**config.mk**
```make
export PLATFORM = sky130hd
export DESIGN_NAME = uart_tx_arbiter
export DESIGN_NICKNAME = d
export VERILOG_FILES = /design/src/rtl/uart_arb_pkg.sv /design/src/rtl/rr_pick.sv /design/src/rtl/uart_tx_arbiter.sv
export SDC_FILE = /design/constraint.sdc
export NUM_CORES = 1
export LEC_CHECK = 0
export ABC_AREA = 0
export CORE_MARGIN = 1.5
export CORE_UTILIZATION = 43
export DETAILED_ROUTE_END_ITERATION = 10
export GPL_TIMING_DRIVEN = 0
export PLACE_DENSITY = 0.81
export SLEW_MARGIN = 5
export SYNTH_ARGS = -nofsm -noshare
export SYNTH_HDL_FRONTEND = slang
export SYNTH_HIERARCHICAL = 1
export SYNTH_SLANG_ARGS = --single-unit
```
**constraint.sdc**
```tcl
create_clock -name clk -period 4.26 [get_ports clk]
set_input_delay 1.065 -clock clk [delete_from_list [all_inputs] [get_ports clk]]
set_output_delay 1.065 -clock clk [all_outputs]
set_load 0.02 [all_outputs]
```
**src/rtl/uart_arb_pkg.sv**
```systemverilog
// Shared types and constants for the UART transmit arbiter: FSM states,
// requester channel indices and the protocol byte values used by requesters.
package uart_arb_pkg;

    typedef enum logic [1:0] {
        ST_IDLE      = 2'd0,
        ST_SEND      = 2'd1,
        ST_WAIT_BUSY = 2'd2,
        ST_WAIT_DONE = 2'd3
    } arb_state_e;

    localparam int REQ_GESTURE = 0;
    localparam int REQ_STATUS  = 1;
    localparam int REQ_CONFIG  = 2;
    localparam int REQ_ECHO    = 3;

    localparam logic [7:0] SYNC_BYTE  = 8'h55;
    localparam logic [7:0] HDR_STATUS = 8'hA0;
    localparam logic [7:0] HDR_CONFIG = 8'hB0;

    // Byte 0 of a packet is the high byte of the 16-bit payload.
    function automatic logic [7:0] pick_byte(input logic [15:0] data, input logic idx);
        return idx ? data[7:0] : data[15:8];
    endfunction

endpackage

```
**src/rtl/rr_pick.sv**
```systemverilog
// Combinational round-robin search: one-hot grant for the first asserted
// request at or after ptr, wrapping around; all zero when nothing requests.
module rr_pick #(
    parameter int N = 4
) (
    input  logic [N-1:0]         req,
    input  logic [$clog2(N)-1:0] ptr,
    output logic [N-1:0]         grant
);

    localparam int IW = $clog2(N);

    logic [IW:0] pos;
    logic        found;

    always_comb begin
        grant = '0;
        found = 1'b0;
        pos   = '0;
        for (int off = 0; off < N; off++) begin
            // ptr < N and off < N, so one conditional subtract is a full modulo.
            pos = {1'b0, ptr} + (IW+1)'(off);
            if (pos >= (IW+1)'(N)) begin
                pos = pos - (IW+1)'(N);
            end
            if (!found && req[pos[IW-1:0]]) begin
                grant[pos[IW-1:0]] = 1'b1;
                found              = 1'b1;
            end
        end
    end

endmodule

```
**src/rtl/uart_tx_arbiter.sv**
```systemverilog
// Round-robin arbiter that accepts 1- or 2-byte packets from NUM_REQ channels
// and feeds them byte by byte to a UART transmitter using its busy flag.
module uart_tx_arbiter
    import uart_arb_pkg::*;
#(
    parameter int NUM_REQ      = 4,
    parameter int BUSY_TIMEOUT = 16
) (
    input  logic                       clk,
    input  logic                       rst,
    input  logic [NUM_REQ-1:0]         req_valid,
    input  logic [NUM_REQ-1:0]         req_len,
    input  logic [NUM_REQ*16-1:0]      req_data,
    output logic [NUM_REQ-1:0]         req_ready,
    output logic [7:0]                 tx_data,
    output logic                       tx_valid,
    input  logic                       tx_busy,
    output logic                       active,
    output logic [$clog2(NUM_REQ)-1:0] grant_id,
    output logic                       timeout_err
);

    localparam int IW = $clog2(NUM_REQ);
    localparam int CW = $clog2(BUSY_TIMEOUT) + 1;
    localparam logic [CW-1:0] CNT_LAST = CW'(BUSY_TIMEOUT - 1);
    localparam logic [IW-1:0] IDX_LAST = IW'(NUM_REQ - 1);

    // Handshake: valid/ready both high on a rising edge transfers the packet;
    // ready is only ever offered in IDLE and never while rst is high.

    arb_state_e    state_q, state_d;
    logic [IW-1:0] rr_ptr_q, rr_ptr_d;
    logic [IW-1:0] grant_id_q, grant_id_d;
    logic          byte_idx_q, byte_idx_d;
    logic [CW-1:0] cnt_q, cnt_d;
    logic [15:0]   data_q, data_d;
    logic          len_q, len_d;

    logic [NUM_REQ-1:0] pick;
    logic               hs;
    logic [IW-1:0]      hs_idx;
    logic [15:0]        hs_data;
    logic               hs_len;

    rr_pick #(.N(NUM_REQ)) u_rr_pick (
        .req   (req_valid),
        .ptr   (rr_ptr_q),
        .grant (pick)
    );

    always_comb begin
        hs_idx  = '0;
        hs_data = '0;
        hs_len  = 1'b0;
        for (int i = 0; i < NUM_REQ; i++) begin
            if (pick[i]) begin
                hs_idx  = IW'(i);
                hs_data = req_data[16*i +: 16];
                hs_len  = req_len[i];
            end
        end
    end

    assign hs = (state_q == ST_IDLE) && (|pick);

    always_ff @(posedge clk or posedge rst) begin
        if (rst) begin
            state_q    <= ST_IDLE;
            rr_ptr_q   <= '0;
            grant_id_q <= '0;
            byte_idx_q <= 1'b0;
            cnt_q      <= '0;
            data_q     <= '0;
            len_q      <= 1'b0;
        end else begin
            state_q    <= state_d;
            rr_ptr_q   <= rr_ptr_d;
            grant_id_q <= grant_id_d;
            byte_idx_q <= byte_idx_d;
            cnt_q      <= cnt_d;
            data_q     <= data_d;
            len_q      <= len_d;
        end
    end

    always_comb begin
        state_d    = state_q;
        rr_ptr_d   = rr_ptr_q;
        grant_id_d = grant_id_q;
        byte_idx_d = byte_idx_q;
        cnt_d      = cnt_q;
        data_d     = data_q;
        len_d      = len_q;
        case (state_q)
            ST_IDLE: begin
                if (hs) begin
                    data_d     = hs_data;
                    len_d      = hs_len;
                    grant_id_d = hs_idx;
                    rr_ptr_d   = (hs_idx == IDX_LAST) ? '0 : hs_idx + 1'b1;
                    byte_idx_d = 1'b0;
                    state_d    = ST_SEND;
                end
            end
            ST_SEND: begin
                if (!tx_busy) begin
                    cnt_d   = '0;
                    state_d = ST_WAIT_BUSY;
                end
            end
            ST_WAIT_BUSY: begin
                if (tx_busy) begin
                    state_d = ST_WAIT_DONE;
                end else begin
                    // Saturating: the timeout exit below fires long before all-ones.
                    if (cnt_q != '1) begin
                        cnt_d = cnt_q + 1'b1;
                    end
                    if (cnt_q == CNT_LAST) begin
                        state_d = ST_WAIT_DONE;
                    end
                end
            end
            ST_WAIT_DONE: begin
                if (!tx_busy) begin
                    if (byte_idx_q == len_q) begin
                        state_d = ST_IDLE;
                    end else begin
                        byte_idx_d = 1'b1;
                        state_d    = ST_SEND;
                    end
                end
            end
            default: state_d = ST_IDLE;
        endcase
    end

    always_comb begin
        req_ready   = '0;
        tx_data     = 8'h00;
        tx_valid    = 1'b0;
        timeout_err = 1'b0;
        active      = (state_q != ST_IDLE);
        case (state_q)
            ST_IDLE: begin
                if (!rst) begin
                    req_ready = pick;
                end
            end
            ST_SEND: begin
                tx_data  = pick_byte(data_q, byte_idx_q);
                tx_valid = !tx_busy;
            end
            ST_WAIT_BUSY: begin
                timeout_err = !tx_busy && (cnt_q == CNT_LAST);
            end
            default: ;
        endcase
    end

    assign grant_id = grant_id_q;

endmodule

```
Word-level counts from Yosys, hierarchy flattened
Cells that the tools add are included.
{"block": "totals", "regBits": 29, "input_bits": 75, "out_inout_bits": 17}
{"block": "classes", "reduce_logical": 22, "mux": 60, "n_eq_ne": 14, "add_sub_neg": 9, "bitwise": 3, "order_cmp": 12}
{"op": "16-bit two-way mux", "count": 4}
{"op": "2-bit two-way mux", "count": 12}
{"op": "4-bit two-way mux", "count": 6}
{"op": "1-bit two-way mux", "count": 22}
{"op": "8-bit two-way mux", "count": 2}
{"op": "5-bit two-way mux", "count": 3}
{"op": "2-bit by 3-bit < comparator with 1-bit output, second input constant", "count": 4}
{"op": "2-bit != test, second input constant", "count": 6}
{"op": "4-bit OR", "count": 3}
{"op": "4-bit AND reduction", "count": 3}
{"op": "5-bit one-hot mux with 2 select lines", "count": 1}
{"op": "3-bit greater-or-equal comparator, second input constant", "count": 3}
{"op": "1-bit logical AND", "count": 9}
{"op": "1-bit binary-select mux with 2-bit select", "count": 4}
{"op": "1-bit demux with 2-bit select", "count": 4}
{"op": "2-bit by 1-bit greater-or-equal comparator with 1-bit output, second input constant", "count": 4}
{"op": "2-bit one-hot mux with 4 select lines", "count": 1}
{"op": "2-bit by 1-bit subtractor with 2-bit output, second input constant", "count": 4}
{"op": "2-bit by 2-bit adder with 3-bit output, second input constant", "count": 2}
{"op": "2-bit equality test, second input constant", "count": 3}
{"op": "2-bit nonzero test", "count": 3}
{"op": "5-bit by 1-bit adder with 5-bit output, second input constant", "count": 1}
{"op": "5-bit by 4-bit equality test with 1-bit output, second input constant", "count": 1}
{"op": "5-bit != test, second input constant", "count": 1}
{"op": "11 further kinds", "count": 14}

Logic depth before layout (Yosys ltp)
{"block": "depth", "word_depth": 19, "mapped_depth": 12}

Cells and area by module
The synthesis kept the hierarchy.
{"module": "uart_tx_arbiter", "area_per_inst_um2": 1869.3, "instances": 1, "cells_per_inst": 219}
{"module": "rr_pick", "area_per_inst_um2": 302.8, "instances": 1, "cells_per_inst": 30}

Worst setup path before layout
OpenSTA, ideal clock, no wires.
{"block": "synth_timing", "path_type": "input port to output port", "startpoint": "input req_valid[3]", "endpoint": "output req_ready[3]", "n_path_buf": 1, "required_ps": 3195, "path_stages": 6, "slack_ps": 170, "arrival_ps": 3025, "cell_sequence": "mux4_2 > nor4b_4 > a221o_1 > inv_2 > clkbuf_1 > nor3_1"}
{"block": "synth_via", "elab_chain_len": 14, "elab_cells_between_ends": 26}
{"element": "start, declared", "line_no": "uart_tx_arbiter.sv:11", "source": "input logic [NUM_REQ-1:0] req_valid,"}
{"element": "1-bit binary-select mux with 2-bit select", "line_no": "rr_pick.sv:26", "source": "if (!found && req[pos[IW-1:0]]) begin"}
{"element": "1-bit two-way mux (implied by the code)", "line_no": "rr_pick.sv:26"}
{"element": "1-bit two-way mux", "line_no": "rr_pick.sv:26"}
{"element": "1-bit zero test", "line_no": "rr_pick.sv:26"}
{"element": "1-bit logical AND", "line_no": "rr_pick.sv:26"}
{"element": "1-bit two-way mux", "line_no": "rr_pick.sv:26"}
{"element": "1-bit zero test", "line_no": "rr_pick.sv:26"}
{"element": "1-bit logical AND", "line_no": "rr_pick.sv:26"}
{"element": "1-bit two-way mux", "line_no": "rr_pick.sv:26"}
{"element": "1-bit zero test", "line_no": "rr_pick.sv:26"}
{"element": "1-bit logical AND", "line_no": "rr_pick.sv:26"}
{"element": "4-bit two-way mux *", "line_no": "rr_pick.sv:26"}
{"element": "net pick[3]", "line_no": "uart_tx_arbiter.sv:39", "source": "logic [NUM_REQ-1:0] pick;"}
{"element": "4-bit two-way mux *", "line_no": "uart_tx_arbiter.sv:146", "source": "if (!rst) begin"}
{"element": "4-bit two-way mux *", "line_no": "uart_tx_arbiter.sv:144", "source": "case (state_q)"}
{"element": "end, declared", "line_no": "uart_tx_arbiter.sv:14", "source": "output logic [NUM_REQ-1:0] req_ready,"}
The timed path passes the listed nets; every way through them passes the cells marked *. The select of a mux whose other input is x is not followed.

Worst setup path after layout
Ends and elaborated chain as after synthesis.

==> impl_metrics.py <==
metrics = {
    "routing": {
        "drt_iter0_drc": 228,
        "routed_via_density": 5.55,
        "ant_nets": 0,
        "drc_errors": 0,
        "wl_per_cell_um": 16.4,
        "vias": 2343,
        "wl_um": 6900,
        "first_pass_iters": 4,
    },
    "sta": {
        "relSlewSlack_pct": 25.2,
        "timing.fmax_mhz": 251,
        "finalHoldViolations": 0,
        "maxSlewViolCount": 0,
        "worst_pin_slew_ns": 1.12,
        "fin_setup_tns_ns": 0,
        "finalCritPeriodShare_pct": 93.5,
        "rsz0062_at_grt": "no",
        "setup_viol": 0,
        "finClkSkew_ns": 0.00657,
        "period_minus_slack_ns": 3.98,
    },
    "floorplan": {
        "core_area_um2": 4790,
        "io-pin-count": 92,
        "core.rowCount": 25,
        "die_h_um": 74.1,
        "initial_utilization_pct": 45.4,
        "die_x_um": 74.1,
        "die_area_um2": 5490,
    },
    "power": {
        "power.leakage_nw": 1.44,
        "switching_share_pct": 46.8,
        "intPower_w": 0.00143,
        "p_per_area_nw_per_um2": 813,
        "netSwitchingPower_w": 0.00126,
        "seq_power_share_pct": 20.2,
        "combPwrFrac_pct": 72.0,
        "p_clk_share_pct": 7.8,
        "p_total_w": 0.00270,
        "ir_drop_uv": 537,
    },
    "cts": {
        "clock-sinks": 29,
        "clockBufferDepth": 2,
        "clockRootBuffer": "clkbuf_8",
        "h-tree-depth": 2,
        "cts.clk_slew.worst_paths_ns": 0.06,
        "cts_buffers": 5,
        "clock_latency_ns": 0.27,
        "cts_tree": "done",
    },
    "synth": {
        "synth.top_cell.area_share_pct": 33.4,
        "async_reset_ff_share_pct": 100,
        "synth_area_leader_cell": "dfrtp_1",
        "synth-seq-area-share_pct": 33.4,
        "yosys_warnings": 6,
        "synth-seq-cells": 29,
        "synth-edff-count": 0,
        "synthTopCellsByArea": "dfrtp_1 33%, a221o_1 9.7%, a21oi_1 8.8%, ha_1 7.5%, o21ai_0 6.9%",
        "synthTopCellsByCount": "38 x a21oi_1, 30 x o21ai_0, 29 x dfrtp_1, 23 x nor2_1, 22 x nand2_1",
        "ys_types": 33,
        "syn_area_um2": 2170,
        "synth_fp_nets": 337,
        "synth.most_common_cell": "a21oi_1",
        "syn_avg_cell_area_um2": 8.72,
        "synthFlopType": "dfrtp_1",
        "synthCells": 249,
    },
    "grt": {
        "first_global_vias": 2245,
        "overflow": 0,
        "grt_pass1_wl_um": 10500,
        "grt_max_degree": 33,
        "antenna_found_initial": 0,
        "grt_usage_pct": 24.9,
    },
    "worst_setup_path": {
        "worstPathRequired_ns": 3.19,
        "cp-start-kind": "input port",
        "worst_setup_path_end_kind": "primary output",
        "critPathArrivalTime_ns": 2.92,
        "path_class": "input port to primary output",
        "crit_path_max_fanout": 4,
    },
    "cells_and_area": {
        "fin_nets": 442,
        "drive_above_1_share_pct": 11.0,
        "diodes": 0,
        "fillCellCount": 393,
        "final_cell_area_um2": 3320,
        "area_growth_syn_to_layout_pct": 52.6,
    },
    "flow_run": {
        "drv_cap": 0,
    },
    "placed_design": {
        "gp_congestion": 0.852,
        "hpwl_um": 5090,
        "portBuffers": 90,
        "postPlaceCellArea_um2": 3160,
    },
    "status": {
        "status": "completed",
    },
    "min_path": {
        "hp-class": "register to register",
    },
}
## critical path: stages
cell	delay [ns]
dlymetal6s2s_1	0.15
mux4_2	0.54
nor4b_4	0.34
buf_4	0.16
buf_4	0.10
a221o_1	0.20
inv_4	0.06
nor3_2	0.15
buf_4	0.16
## area by class of cell
class	count	area [µm²]	area share, %
inverter	9	36.3	1.09
sequential	29	726	21.9
tap	67	83.8	2.53
multi-input combinational	196	1340	40.4
timing repair buffer	100	975	29.4
buffer	13	76.3	2.30
clock buffer	8	80.1	2.42
## layer usage
metal / GRT usage (%) / part of all wire (%) / vias to the layer above
li1: - / - / 1129
met5: 0 / 0 / -
met1: 28.9 / 40 / 1125
met2: 46.1 / 53 / 79
met4: 8.02 / 2.2 / 0
met3: 4.07 / 5.2 / 10
## cell families (layout without fill, tap and decap cells)
kind of cell | after synthesis | after routing | synth area share [%]
xor gates and xnor gates | 1 | 1 | 0.403
muxes | 13 | 13 | 8.53
AOI/OAI and AO/OA | 97 | 97 | 28.1
DFF | 29 | 29 | 33.4
adders and majority gates | 13 | 13 | 7.49
buffers and inverters | 24 | 130 | 5.18
and+or+nand+nor | 72 | 72 | 16.9
## layout by cell type, fill, tap and decap left out, types with 2 or more instances in the layout
cell,instances
a21oi_1,38
nor2b_1,10
a221o_1,21
o21ai_0,30
clkdlybuf4s50_1,82
clkbuf_8,5
buf_2,5
mux4_2,3
buf_4,15
nor2_1,23
mux2i_1,8
nand2_1,22
dfrtp_1,29
nand4b_1,2
and3_1,5
a22oi_1,2
dlymetal6s2s_1,4
inv_1,8
ha_1,13
clkbuf_1,7
nor3_1,4
## stage by stage
| stage | util [%] | hold slack, ns | setup WS, ns | cells |
|---|---|---|---|---|
| after floorplan | - | 0.487 | 0.170 | 249 |
| after global placement | 66.0 | 0.473 | -0.914 | 406 |
| after detailed placement | 66.0 | 0.478 | -0.931 | 406 |
| after CTS | 68.9 | 0.498 | -0.148 | 420 |
| after global routing | 69.3 | 0.550 | 0.0526 | 422 |
| final | 69.3 | 0.489 | 0.279 | 422 |
## final timing paths
check | startpoint | to | slack (ns) | cells after the start
worst max-delay path | req_valid[3] | req_ready[3] | 0.28 | 9
min in group asynchronous | rst | rr_ptr_q[0] | 1.44 | 2
worst min register to register | grant_id[1] | grant_id[1] | 0.49 | 2
max in group asynchronous | rst | cnt_q[1] | 2.14 | 2
worst max register to register | rr_ptr_q[0] | data_q[10] | 0.79 | 14
worst min-delay path | grant_id[1] | grant_id[1] | 0.49 | 2
## state kept, by name, summed over array words and instances (netlist names)
register and count:
rr_ptr_q 2, byte_idx_q 1, cnt_q 5, state_q 2
data_q 16, grant_id 2, len_q 1
## power by group through the flow
stage	combinational [W]	clock, W	sequential, W
2_1_floorplan	0.00129	0	0.000530
3_3_place_gp	0.00179	0	0.000539
3_5_place_dp	0.00183	0	0.000546
4_1_cts	0.00191	0.000213	0.000542
5_1_grt	0.00214	0.000227	0.000570
6_report	0.00194	0.000211	0.000544
## what timing repair did
action                                  4_1_cts  5_1_grt
gates resized for setup                      16        8
endpoints found under the setup margin        4        4
hold buffers                                  0        0
buffers inserted                              8        2
pin swaps                                     4        3
No activity file was read; power rests on OpenSTA's default activity.
